## src/rtl/store_buffer_pkg.sv

```systemverilog
// Shared definitions for the store buffer: size codes, FIFO entry layout and the
// byte-enable helper used by the lane formatter.
package store_buffer_pkg;

    localparam logic [1:0] SZ_WORD  = 2'b00;
    localparam logic [1:0] SZ_HALF  = 2'b01;
    localparam logic [1:0] SZ_BYTE  = 2'b10;
    localparam logic [1:0] SZ_DWORD = 2'b11;

    localparam int unsigned MAX_ADDR_W = 64;
    localparam int unsigned MAX_DATA_W = 64;
    localparam int unsigned MAX_NB     = MAX_DATA_W / 8;

    // Entries are sized for the widest legal bus; narrower builds zero-extend into them.
    typedef struct packed {
        logic [MAX_ADDR_W-1:0] addr;
        logic [MAX_DATA_W-1:0] data;
        logic [MAX_NB-1:0]     be;
    } sb_entry_t;

    function automatic logic [MAX_NB-1:0] be_mask(input logic [1:0] size, input logic [2:0] ofs);
        logic [MAX_NB-1:0] base;
        case (size)
            SZ_BYTE: base = 8'h01;
            SZ_HALF: base = 8'h03;
            SZ_WORD: base = 8'h0f;
            default: base = 8'hff;
        endcase
        return base << ofs;
    endfunction

endpackage

```

## src/rtl/store_lane_align.sv

```systemverilog
// Combinational store formatter: moves right-justified register data onto byte lanes,
// builds the byte-enable mask and flags misaligned or illegal-size stores.
module store_lane_align
    import store_buffer_pkg::*;
#(
    parameter int unsigned DATA_W = 32,
    localparam int unsigned NB    = DATA_W / 8,
    localparam int unsigned OFS_W = $clog2(NB)
) (
    input  logic [OFS_W-1:0]  ofs_i,
    input  logic [1:0]        size_i,
    input  logic [DATA_W-1:0] data_i,
    output logic [DATA_W-1:0] lane_data_o,
    output logic [NB-1:0]     be_o,
    output logic              misalign_o
);

    logic [MAX_NB-1:0] be_full;
    logic [DATA_W-1:0] shifted;
    logic              unused_be;

    assign be_full   = be_mask(size_i, 3'(ofs_i));
    assign be_o      = be_full[NB-1:0];
    assign unused_be = ^be_full;
    assign shifted   = data_i << {ofs_i, 3'b000};

    // Lanes outside the enable window carry zero so upper register bits never leak.
    always_comb begin
        lane_data_o = '0;
        for (int i = 0; i < int'(NB); i++) begin
            if (be_o[i]) begin
                lane_data_o[8*i +: 8] = shifted[8*i +: 8];
            end
        end
    end

    always_comb begin
        unique case (size_i)
            SZ_BYTE: misalign_o = 1'b0;
            SZ_HALF: misalign_o = ofs_i[0];
            SZ_WORD: misalign_o = |ofs_i[1:0];
            default: misalign_o = (DATA_W != 64) || (|ofs_i);
        endcase
    end

endmodule

```

## src/rtl/store_buffer.sv

```systemverilog
// Store buffer between MEM stage and data memory: lane formatting, DEPTH-entry FIFO and
// valid/ready drain. Define STORE_BUF_MERGE_EN to enable write combining.
module store_buffer
    import store_buffer_pkg::*;
#(
    parameter int unsigned DATA_W = 32,
    parameter int unsigned ADDR_W = 32,
    parameter int unsigned DEPTH  = 4
) (
    input  logic                   clk,
    input  logic                   reset,
    input  logic                   st_valid,
    output logic                   st_ready,
    input  logic [ADDR_W-1:0]      st_addr,
    input  logic [DATA_W-1:0]      st_data,
    input  logic [1:0]             st_size,
    output logic                   st_misalign,
    output logic [ADDR_W-1:0]      st_bad_addr,
    output logic                   mem_valid,
    input  logic                   mem_ready,
    output logic [ADDR_W-1:0]      mem_addr,
    output logic [DATA_W-1:0]      mem_wdata,
    output logic [DATA_W/8-1:0]    mem_be,
    output logic                   sb_empty,
    output logic [$clog2(DEPTH):0] sb_count
);

    localparam int unsigned NB    = DATA_W / 8;
    localparam int unsigned OFS_W = $clog2(NB);
    localparam int unsigned PTR_W = $clog2(DEPTH);
    localparam int unsigned CNT_W = PTR_W + 1;
    localparam logic [CNT_W-1:0] CNT_FULL = CNT_W'(DEPTH);

    if (!(DATA_W == 32 || DATA_W == 64)) begin : g_bad_data_w
        $error("store_buffer: DATA_W must be 32 or 64");
    end
    if (DEPTH < 2 || (DEPTH & (DEPTH - 1)) != 0) begin : g_bad_depth
        $error("store_buffer: DEPTH must be a power of two >= 2");
    end

    sb_entry_t        mem_q [DEPTH];
    logic [PTR_W-1:0] head_q, head_d;
    logic [PTR_W-1:0] tail_q, tail_d;
    logic [CNT_W-1:0] count_q, count_d;
    logic             misalign_q;
    logic [ADDR_W-1:0] bad_addr_q;

    logic [DATA_W-1:0] lane_data;
    logic [NB-1:0]     lane_be;
    logic              lane_misalign;
    logic [ADDR_W-1:0] st_addr_al;
    logic              full;
    logic              accept;
    logic              do_enq;
    logic              do_deq;
    logic              merge_hit;
    sb_entry_t         head;
    logic              unused_head;

    store_lane_align #(
        .DATA_W(DATA_W)
    ) u_align (
        .ofs_i      (st_addr[OFS_W-1:0]),
        .size_i     (st_size),
        .data_i     (st_data),
        .lane_data_o(lane_data),
        .be_o       (lane_be),
        .misalign_o (lane_misalign)
    );

    assign st_addr_al = {st_addr[ADDR_W-1:OFS_W], {OFS_W{1'b0}}};
    assign full       = (count_q == CNT_FULL);
    assign mem_valid  = (count_q != '0);
    assign sb_empty   = !mem_valid;
    assign sb_count   = count_q;

`ifdef STORE_BUF_MERGE_EN
    logic [PTR_W-1:0] young_idx;
    logic             do_merge;

    assign young_idx = tail_q - PTR_W'(1);
    // With fewer than two entries the youngest is the head, which memory may be reading.
    assign merge_hit = (count_q >= CNT_W'(2)) && !lane_misalign &&
                       (mem_q[young_idx].addr == MAX_ADDR_W'(st_addr_al));
    assign st_ready  = !full || merge_hit;
    assign do_merge  = accept && merge_hit;
`else
    assign merge_hit = 1'b0;
    assign st_ready  = !full;
`endif

    assign accept = st_valid && st_ready;
    assign do_enq = accept && !lane_misalign && !merge_hit;
    assign do_deq = mem_valid && mem_ready;

    always_comb begin
        head_d  = head_q;
        tail_d  = tail_q;
        count_d = count_q;
        if (do_enq) tail_d = tail_q + PTR_W'(1);
        if (do_deq) head_d = head_q + PTR_W'(1);
        case ({do_enq, do_deq})
            2'b10:   count_d = count_q + CNT_W'(1);
            2'b01:   count_d = count_q - CNT_W'(1);
            default: count_d = count_q;
        endcase
    end

    always_ff @(posedge clk or posedge reset) begin
        if (reset) begin
            head_q     <= '0;
            tail_q     <= '0;
            count_q    <= '0;
            misalign_q <= 1'b0;
            bad_addr_q <= '0;
        end else begin
            head_q     <= head_d;
            tail_q     <= tail_d;
            count_q    <= count_d;
            misalign_q <= accept && lane_misalign;
            if (accept && lane_misalign) begin
                bad_addr_q <= st_addr;
            end
        end
    end

    // Entry storage needs no reset: the count alone decides what is valid.
    always_ff @(posedge clk) begin
        if (do_enq) begin
            mem_q[tail_q] <= '{addr: MAX_ADDR_W'(st_addr_al),
                               data: MAX_DATA_W'(lane_data),
                               be:   MAX_NB'(lane_be)};
        end
`ifdef STORE_BUF_MERGE_EN
        else if (do_merge) begin
            for (int i = 0; i < int'(NB); i++) begin
                if (lane_be[i]) begin
                    mem_q[young_idx].data[8*i +: 8] <= lane_data[8*i +: 8];
                end
            end
            mem_q[young_idx].be <= mem_q[young_idx].be | MAX_NB'(lane_be);
        end
`endif
    end

    assign head        = mem_q[head_q];
    assign unused_head = ^head;
    assign mem_addr    = mem_valid ? head.addr[ADDR_W-1:0] : '0;
    assign mem_wdata   = mem_valid ? head.data[DATA_W-1:0] : '0;
    assign mem_be      = mem_valid ? head.be[NB-1:0]       : '0;

    assign st_misalign = misalign_q;
    assign st_bad_addr = bad_addr_q;

endmodule

```

## config.mk

```make
export PLATFORM = sky130hd
export DESIGN_NAME = store_buffer
export DESIGN_NICKNAME = d
export VERILOG_FILES = /design/src/rtl/store_buffer_pkg.sv /design/src/rtl/store_lane_align.sv /design/src/rtl/store_buffer.sv
export SDC_FILE = /design/constraint.sdc
export NUM_CORES = 1
export LEC_CHECK = 0
export BUFFER_PORTS_ARGS = -buffer_cell sky130_fd_sc_hd__buf_2
export CAP_MARGIN = 20
export CORE_ASPECT_RATIO = 0.5
export CORE_MARGIN = 3
export CORE_UTILIZATION = 57
export CTS_CLUSTER_SIZE = 30
export DETAILED_ROUTE_END_ITERATION = 16
export PLACE_DENSITY = 0.88
export SLEW_MARGIN = 0
export SYNTH_ARGS = -nofsm -noshare
export SYNTH_HDL_FRONTEND = slang
export SYNTH_SLANG_ARGS = --single-unit
```

## constraint.sdc

```tcl
create_clock -name clk -period 5.85 [get_ports clk]
set_clock_uncertainty 0.2 [all_clocks]
set_input_delay 0 -clock clk [delete_from_list [all_inputs] [get_ports clk]]
set_output_delay 0 -clock clk [all_outputs]
set_load 0.005 [all_outputs]
```

==> reports/results.tsv <==
stage	metric	value	unit
sta	finalHoldViolCount	0	
route	first_iter_violations	411	
sta	rsz0062_at_grt	false	
floorplan	core-area	0.0209	sq mm
cts	cts_tree	built	
sta	slew_headroom	30.3	%
power	pwr-share-seq	45.2	%
yosys	yosys-top-cells-area	edfxtp_1 (64%), mux4_2 (12%), dfrtp_1 (8.1%)	
global_routing	grt_pass1_vias	6932	
sta	finalSetupViolCount	0	
power	swShare	28.2	%
cts	clock_latency	0.53	ns
floorplan	initial_core_util	59.2	%
cts	cts_buffer_depth	3	
floorplan	rows	37	
route	vias_per_cell	5.71	
floorplan	pin_count	177	
placement	place_hpwl	15300	um
yosys	synth-seq-area-share	72.0	%
cts	cts.sinks	304	
yosys	synth.top_cell.area_share	64.0	%
power	switching_power	1880	uW
floorplan	die_w	215	um
global_routing	grt_max_degree	70	
global_routing	grt_overflow	0	
sta	slew_violations	0	
power	p_int	4800	uW
cts	post_cts_buffers	0	
sta	setup_tns	0	ns
worst_setup_path	worst_setup_path_end_kind	output pin	
floorplan	die_area	0.0237	sq mm
hold_path	hp-class	primary input to flip-flop	
worst_setup_path	critPathLaunchType	flip-flop	
yosys	yosys.area.top_type	edfxtp_1	
worst_setup_path	required	5.65	ns
placement	post-place-cells	1065	
route	first_pass_iters	5	
finish	fillCellCount	1278	
cts	clkSlewWorstSetupHoldPaths	0.06	ns
power	p_clk_share	24.8	%
floorplan	dieHeight	110	um
outcome	outcome	completed	
placement	place_congestion	0.807	
power	p_comb_share	30.0	%
cts	cts.htree.levels	1	
finish	nets	948	
job	drv_cap	0	
cts	ctsResizeCount	0	
yosys	yosys_warnings	0	
hold_path	worstHoldStart	st_addr[29]	
route	drc_errors	0	
route	ant_nets	0	
route	num_vias	6714	
finish	stdcell_count	1176	
yosys	syn_area	0.0124	sq mm
power	powerDensity	448	mW/mm^2
yosys	yosysUniqueCellTypes	34	
worst_setup_path	r2r_start	sb_count[0]	
worst_setup_path	critical_path_arrival	2.79	ns
sta	worst_pin_slew	1.05	ns
cts	numCtsBuffers	26	
placement	port_buffers	174	
sta	post-route-period-util	51.1	%
worst_setup_path	path_max_fanout	35	
route	wl_per_cell	22.0	um
finish	layout_common_cells	edfxtp_1 (264), buf_2 (174), and2_1 (75)	
global_routing	antenna_found_initial	0	
finish	mostFrequentLayoutCell	edfxtp_1	
worst_setup_path	startpoint	head_q[0]	
route	wl	25900	um
global_routing	grt_pass1_wl	39700	um
yosys	syn_inst	633	
power	power_leakage	0.00548	uW
sta	fmax	335	MHz
finish	antenna_cells	0	
cts	cts_root_buf	clkbuf_16	
finish	syn_to_final_growth	20.3	%
worst_setup_path	critPathKind	flip-flop to output pin	
yosys	syn_avg_cell_area	19.6	sq um
global_routing	grt_usage	22.1	%
finish	drive_gt1_share	34.4	%
sta	fin_crit	2.99	ns
yosys	ys_ff_latch	304	
power	ir_drop	0.238	mV
==> final timing paths <==
check / endpoint / slack (ns) / cells past startpoint
worst max-delay path: mem_wdata[17] / 2.86 / 5
worst max register to register: sb_count[2] / 3.34 / 9
min in group asynchronous: st_bad_addr[17] / 0.06 / 3
worst min register to register: st_bad_addr[9] / 0.29 / 1
max in group asynchronous: head_q[1] / 4.69 / 3
worst min-delay path: mem_q[3][63] / 0.03 / 2
==> area by class of cell <==
cell class | count | area, sq um | area share [%]
Timing Repair Buffer | 243 | 1570 | 10.6
Multi-Input combinational cell | 278 | 3180 | 21.3
Tap cell | 292 | 365 | 2.45
Clock inverter | 10 | 101 | 0.680
Sequential cell | 304 | 8940 | 59.9
Clock buffer | 34 | 702 | 4.71
Inverter | 15 | 56.3 | 0.378
==> sequential cells by signal, summed over array words and instances (netlist names) <==
name,flops
head_q,2
mem_q,264
sb_count,3
st_bad_addr,32
st_misalign,1
tail_q,2
==> per-stage QoR <==
stage	utilization [%]	hold slack, ns	cell area [sq um]	setup WS [ns]	total power [uW]
floorplan	-	-0.101	12400	2.74	4280
global placement	64.1	0.0239	13400	3.14	4970
detailed placement	64.1	0.0287	13400	3.11	5040
CTS	71.1	0.00694	14900	2.54	6720
global route	71.3	0.0249	14900	2.67	7020
finish	71.3	0.0271	14900	2.86	6680
==> Yosys cell counts (all sizes together) <==
cell	n
edfxtp	264
and2	79
mux4	66
mux2	43
dfrtp	40
buf	24
nor2	19
inv	15
clkbuf	13
mux2i	12
nor2b	11
a2bb2oi	9
ha	9
a211oi	7
o22ai	5
xnor2	3
xor2	3
or3	2
a21o	1
conb	1
fa	1
nand3	1
nand4b	1
nor3	1
o211a	1
or2	1
or3b	1
==> power groups by stage <==
stage / sequential [uW] / combinational (uW) / clock, uW
floorplan: 2910 / 1370 / 0
finish: 3020 / 2010 / 1650
global placement: 3110 / 1860 / 0
CTS: 3100 / 1950 / 1680
global route: 3060 / 2190 / 1770
detailed placement: 3140 / 1900 / 0
==> logic make-up after synthesis <==
group / Yosys count / share of synthesized area (%)
and+or+nand+nor: 116 / 5.63
adders and majority gates: 10 / 1.07
DFF: 304 / 72.0
other: 1 / 0.0303
AOI/OAI and AO/OA: 23 / 1.50
buffers and inverters: 52 / 2.44
xor gates and xnor gates: 6 / 0.424
muxes: 121 / 16.9
==> metal layers <==
layer  routed length (um)  track usage [%]
met1                10700             29.8
met2                13200             37.9
met3                 1290             3.48
met4                  734             7.49
met5                    0                0
==> timing repair <==
item / 4_1_cts / 5_1_grt
setup endpoints to repair: 0 / 0
hold buffers: 66 / 0
hold endpoints to repair: 316 / 0
==> worst max-delay path, stage by stage, from the launching register on <==
cell and delay, ns:
dfrtp_4 0.65, buf_16 0.30, buf_4 0.41, mux4_2 0.56
and2_1 0.17, buf_2 0.12
No activity file was read; power rests on OpenSTA's default activity.
